`src/rtl/mode_key_debounce.sv`:
```
// rtl/mode_key_debounce.sv - two-key pushbutton debouncer producing press pulses and held levels
//
// mode_key_debounce_chan : one key's synchronizer, debounce counter and 4-state FSM
//   clk      in   system clock
//   rst      in   synchronous active-high reset
//   key_n    in   raw key, active low, asynchronous
//   pulse    out  registered one-cycle pulse on an accepted press
//   held     out  registered debounced level (1 = key held down)
//
// mode_key_debounce : two independent channels driving the mode-select stage
//   CLK      in   system clock, rising edge
//   RST      in   synchronous active-high reset
//   KEY[1:0] in   raw pushbuttons, active low (0 = pressed)
//   MODE[1:0] out one-CLK press pulse per key
//   HELD[1:0] out debounced held level per key
//
// DEBOUNCE_CYCLES must be >= 2 and 2**CNT_W must exceed DEBOUNCE_CYCLES.

module mode_key_debounce_chan #(
    parameter int DEBOUNCE_CYCLES = 500000,
    parameter int CNT_W           = 20
) (
    input  logic clk,
    input  logic rst,
    input  logic key_n,
    output logic pulse,
    output logic held
);

    typedef enum logic [1:0] {
        ST_IDLE    = 2'd0,
        ST_PRESS_W = 2'd1,
        ST_PRESSED = 2'd2,
        ST_REL_W   = 2'd3
    } state_t;

    localparam logic [CNT_W-1:0] CNT_LAST = CNT_W'(DEBOUNCE_CYCLES - 1);
    localparam logic [CNT_W-1:0] CNT_ONE  = CNT_W'(1);
    localparam logic [CNT_W-1:0] CNT_ZERO = '0;

    logic             s1_q, s1_d;
    logic             s2_q, s2_d;
    state_t           state_q, state_d;
    logic [CNT_W-1:0] cnt_q, cnt_d;
    logic             pulse_q, pulse_d;
    logic             held_q, held_d;
    logic             pressed;

    // Synchronizer output inverted: 1 means the key is seen pressed this cycle.
    assign pressed = ~s2_q;

    always_ff @(posedge clk) begin
        if (rst) begin
            // Sync flops reset to "released" so a key held through reset
            // is treated as a fresh press once reset drops.
            s1_q    <= 1'b1;
            s2_q    <= 1'b1;
            state_q <= ST_IDLE;
            cnt_q   <= CNT_ZERO;
            pulse_q <= 1'b0;
            held_q  <= 1'b0;
        end else begin
            s1_q    <= s1_d;
            s2_q    <= s2_d;
            state_q <= state_d;
            cnt_q   <= cnt_d;
            pulse_q <= pulse_d;
            held_q  <= held_d;
        end
    end

    always_comb begin
        s1_d    = key_n;
        s2_d    = s1_q;
        state_d = state_q;
        cnt_d   = cnt_q;
        pulse_d = 1'b0;
        held_d  = held_q;

        case (state_q)
            ST_IDLE: begin
                if (pressed) begin
                    state_d = ST_PRESS_W;
                    cnt_d   = CNT_ONE;
                end else begin
                    cnt_d   = CNT_ZERO;
                end
            end

            ST_PRESS_W: begin
                if (!pressed) begin
                    // Bounce: drop back without any credit kept.
                    state_d = ST_IDLE;
                    cnt_d   = CNT_ZERO;
                end else if (cnt_q == CNT_LAST) begin
                    state_d = ST_PRESSED;
                    cnt_d   = CNT_ZERO;
                    pulse_d = 1'b1;
                    held_d  = 1'b1;
                end else begin
                    cnt_d   = cnt_q + CNT_ONE;
                end
            end

            ST_PRESSED: begin
                if (!pressed) begin
                    state_d = ST_REL_W;
                    cnt_d   = CNT_ONE;
                end
            end

            ST_REL_W: begin
                if (pressed) begin
                    // Release bounce: return to PRESSED with no new pulse.
                    state_d = ST_PRESSED;
                    cnt_d   = CNT_ZERO;
                end else if (cnt_q == CNT_LAST) begin
                    state_d = ST_IDLE;
                    cnt_d   = CNT_ZERO;
                    held_d  = 1'b0;
                end else begin
                    cnt_d   = cnt_q + CNT_ONE;
                end
            end

            default: begin
                state_d = ST_IDLE;
                cnt_d   = CNT_ZERO;
                held_d  = 1'b0;
            end
        endcase
    end

    assign pulse = pulse_q;
    assign held  = held_q;

endmodule

module mode_key_debounce #(
    parameter int DEBOUNCE_CYCLES = 500000,
    parameter int CNT_W           = 20
) (
    input  logic       CLK,
    input  logic       RST,
    input  logic [1:0] KEY,
    output logic [1:0] MODE,
    output logic [1:0] HELD
);

    for (genvar i = 0; i < 2; i++) begin : g_key
        mode_key_debounce_chan #(
            .DEBOUNCE_CYCLES (DEBOUNCE_CYCLES),
            .CNT_W           (CNT_W)
        ) u_chan (
            .clk   (CLK),
            .rst   (RST),
            .key_n (KEY[i]),
            .pulse (MODE[i]),
            .held  (HELD[i])
        );
    end

endmodule

```
`config.mk`:
```
export PLATFORM = sky130hd
export DESIGN_NAME = mode_key_debounce
export DESIGN_NICKNAME = d
export VERILOG_FILES = /design/src/rtl/mode_key_debounce.sv
export SDC_FILE = /design/constraint.sdc
export NUM_CORES = 1
export LEC_CHECK = 0
export CAP_MARGIN = 40
export CORE_ASPECT_RATIO = 0.7
export CORE_MARGIN = 2
export CORE_UTILIZATION = 40
export DETAILED_ROUTE_END_ITERATION = 8
export PLACE_DENSITY_LB_ADDON = 0.2
export SLEW_MARGIN = 20
export SYNTH_ARGS = -nofsm -noshare
export SYNTH_HDL_FRONTEND = slang
export SYNTH_SLANG_ARGS = --single-unit
```
`constraint.sdc`:
```
create_clock -name CLK -period 2.35 [get_ports CLK]
set_clock_uncertainty 0.05 [all_clocks]
set_input_delay 0.235 -clock CLK [delete_from_list [all_inputs] [get_ports CLK]]
set_output_delay 0.235 -clock CLK [all_outputs]
set_load 0.02 [all_outputs]
```
==> summary.txt <==
Logic synthesis
  • Synth Register Bits: 52
  • Mapped Nets: 314
  • Synth area leaders: dfxtp_1 40%, nand3_1 4.2%, nor2_1 4.1%, a21oi_1 3.9%, a31oi_1 3.9%
  • Async set-reset flop share out of synthesis: 0
  • Gate Count Post-Synth: 308
  • Post-synth EDFFs: 0
  • Cell area after synthesis: 0.00259 sq mm
  • Yosys cell types: 45
  • Synth Area per Inst: 8.42 sq um
  • Main synth FF type: dfxtp_1
  • Sequential area share after synthesis: 0.401
  • Syn. warnings: 0
  • Top cell type's share of synthesized area: 0.401
  • Post-synth top area cell: dfxtp_1

Clock network
  • Total CTS buffers: 5
  • CTS tree: done
  • CTS root buf: clkbuf_8
  • Clk slew on worst S/H paths: 0.09 ns
  • CTS sink count: 52
  • Hold buffers post-CTS: 0
  • H-tree Lvls: 2
  • Clock Path Buffers: 2
  • Clock latency on the worst-skew pair: 0.30 ns

Routing
  • Routed WL: 5830 um
  • WL/cell: 14.2 um
  • Residual DRC: 0
  • Total number of vias: 2321
  • Pre-Repair DR Iteration Count: 4
  • Vias/cell: 5.66
  • DRT iter0 DRCs: 152
  • Antenna Nets Post-Route: 0

Worst hold path
  • Worst Hold Class: register to register
  • Hold path depth: 1
  • Hold path start: g_key[0].u_chan.s1_q$_SDFF_PP1_

Setup path
  • Crit-path slowest cell: or4b_4
  • Worst R2R Start: g_key[1].u_chan.cnt_q[12]$_SDFFE_PP0P_
  • R2R depth: 6
  • Crit-path leading delay family: simple AND/OR/NAND/NOR gates
  • Crit path launch type: register
  • WS Path Type: register to register
  • Max FO, Critical Path: 11
  • Worst path required time: 2.49 ns
  • Worst Setup SP: g_key[1].u_chan.cnt_q[12]$_SDFFE_PP0P_
  • CP Data Arrival Time: 2.29 ns
  • CP endpoint kind: register
  • CP cell instances: or4b_4, nor4_4, a211oi_2, buf_4, and4b_1, a221o_1
  • Levels on crit path: 6
  • Crit path largest cell delay: 0.57 ns
  • Bufs and invs on worst path: 1

STA
  • Final worst-path cycle share: 0.915
  • Final hold violations: 0
  • Hold_ws: 0.365 ns
  • Max-slew violations: 0
  • # setup viols final: 0
  • Worst Max-Slew Pin Slew: 0.594 ns
  • Fmax: 465 MHz
  • Slew headroom: 0.601
  • Setup TNS: 0 ns
  • Period minus WS final: 2.15 ns
  • Setup repair after global routing missed its margin: false

Run
  • Maxcap violations: 0

Layout
  • Diodes inserted: 0
  • Most common cell after layout, fill and taps aside: dfxtp_1
  • Fraction of layout cells with a size suffix above 1: 0.130
  • Nets: 337
  • Synthesis-to-finish area growth: 12.8%
  • Most frequent cells in the layout: 52 x dfxtp_1, 28 x nor2_1, 25 x nand2_1

Placement
  • Final HPWL DP: 4270 um
  • I/O Buffers: 7
  • Gpl congestion: 0.830

Power and ir drop
  • Power Density: 508 mW/mm^2
  • Power, Total: 0.00149 W
  • Peak VDD IR: 0.337 mV
  • Leakage power: 1.04 nW

Floorplanning
  • Top Ports: 8
  • Starting Density: 0.415
  • Core footprint: 0.00625 sq mm
  • Area of the die: 0.00715 sq mm
  • Chip width: 100 um
  • Chip Height: 71.4 um
  • Core Rows: 24

GRT
  • GRT Overall Usage: 0.176
  • Antenna violations before repair: 0
  • Largest net degree at the start of global routing: 17
  • First-pass GRT wire length: 10100 um
  • Total grt overflow: 0
  • Vias in the first global route: 2087

Run status
  • Status: finished clean
state kept, by name, summed over array words and instances (netlist names), named ones only:
name,count
g_key.u_chan.pulse,2
g_key.u_chan.state_q,2
g_key.u_chan.s2_q,2
g_key.u_chan.held,2
g_key.u_chan.s1_q,2
g_key.u_chan.cnt_q,40
logic make-up after synthesis:
kind of cell,count (synthesis),synth area share
buf+inv,22,0.0526
mux,2,0.00772
flops,52,0.401
xor+xnor,16,0.0540
fa+ha+maj,2,0.00965
compound gates,71,0.180
simple gates,143,0.295
report_power, final:
| group | total [W] | switching, W | internal, W |
|---|---|---|---|
| Sequential | 0.000899 | 0.00000859 | 0.000891 |
| Combinational | 0.0000520 | 0.0000242 | 0.0000278 |
| Clock | 0.000535 | 0.000296 | 0.000239 |
metrics by stage:
| step | cell area [sq um] | worst slack, ns | instances | util |
|---|---|---|---|---|
| detailed placement | 2820 | 0.0756 | 401 | 0.451 |
| finish | 2930 | 0.199 | 410 | 0.468 |
| floorplan | 2590 | 0.341 | 308 | - |
| global placement | 2820 | 0.122 | 401 | 0.451 |
| global route | 2930 | 0.0535 | 410 | 0.468 |
| CTS | 2910 | 0.0470 | 409 | 0.467 |
synth_stat cells (all sizes together) (2+ instances only):
cell type and n:
ha 2, clkbuf 4, nor2 28, nand2 25
inv 9, nor4 12, a22o 10, and3 9
xnor2 8, mux2i 2, dfxtp 52, a211oi 2
a221o 2, nand4 13, a31oi 16, a21oi 20
xor2 8, o21ai 11, nand3 22, a22oi 3
and4 4, buf 9, or2 6, nor3 8
nand2b 7, or3 5
per-layer routing:
layer	GRT usage	wire length, um	up-vias
met1	0.291	3270	1078
li1	-	-	1184
met3	0.0380	329	2
met5	0	0	-
met2	0.227	2200	57
met4	0.0365	30	0
final timing paths:
path,to,slack (ns)
max,g_key[1].u_chan.cnt_q[11]$_SDFFE_PP0P_,0.20
min,g_key[0].u_chan.s2_q$_SDFF_PP1_,0.37
max reg2reg,g_key[1].u_chan.cnt_q[11]$_SDFFE_PP0P_,0.20
min reg2reg,g_key[0].u_chan.s2_q$_SDFF_PP1_,0.37
worst register-to-register path, delay by kind of cell (launching register included):
| family | cells | cell delay [ns] |
|---|---|---|
| compound gates | 2 | 0.43 |
| buf+inv | 1 | 0.21 |
| flops | 1 | 0.38 |
| simple gates | 3 | 0.98 |
area by class of cell:
type,instances,area (sq um)
clock buffers,6,82.6
clock inverters,2,15.0
fillers,634,3320
inverters,9,33.8
multi-input cells,234,1420
flip-flops and latches,52,1040
well taps,78,97.6
repair buffers,29,235
repair_timing:
action	CTS	global route
buffers inserted	0	0
setup endpoints to repair	0	3
gates resized for setup	0	2
(Power assumes the default switching activity.)
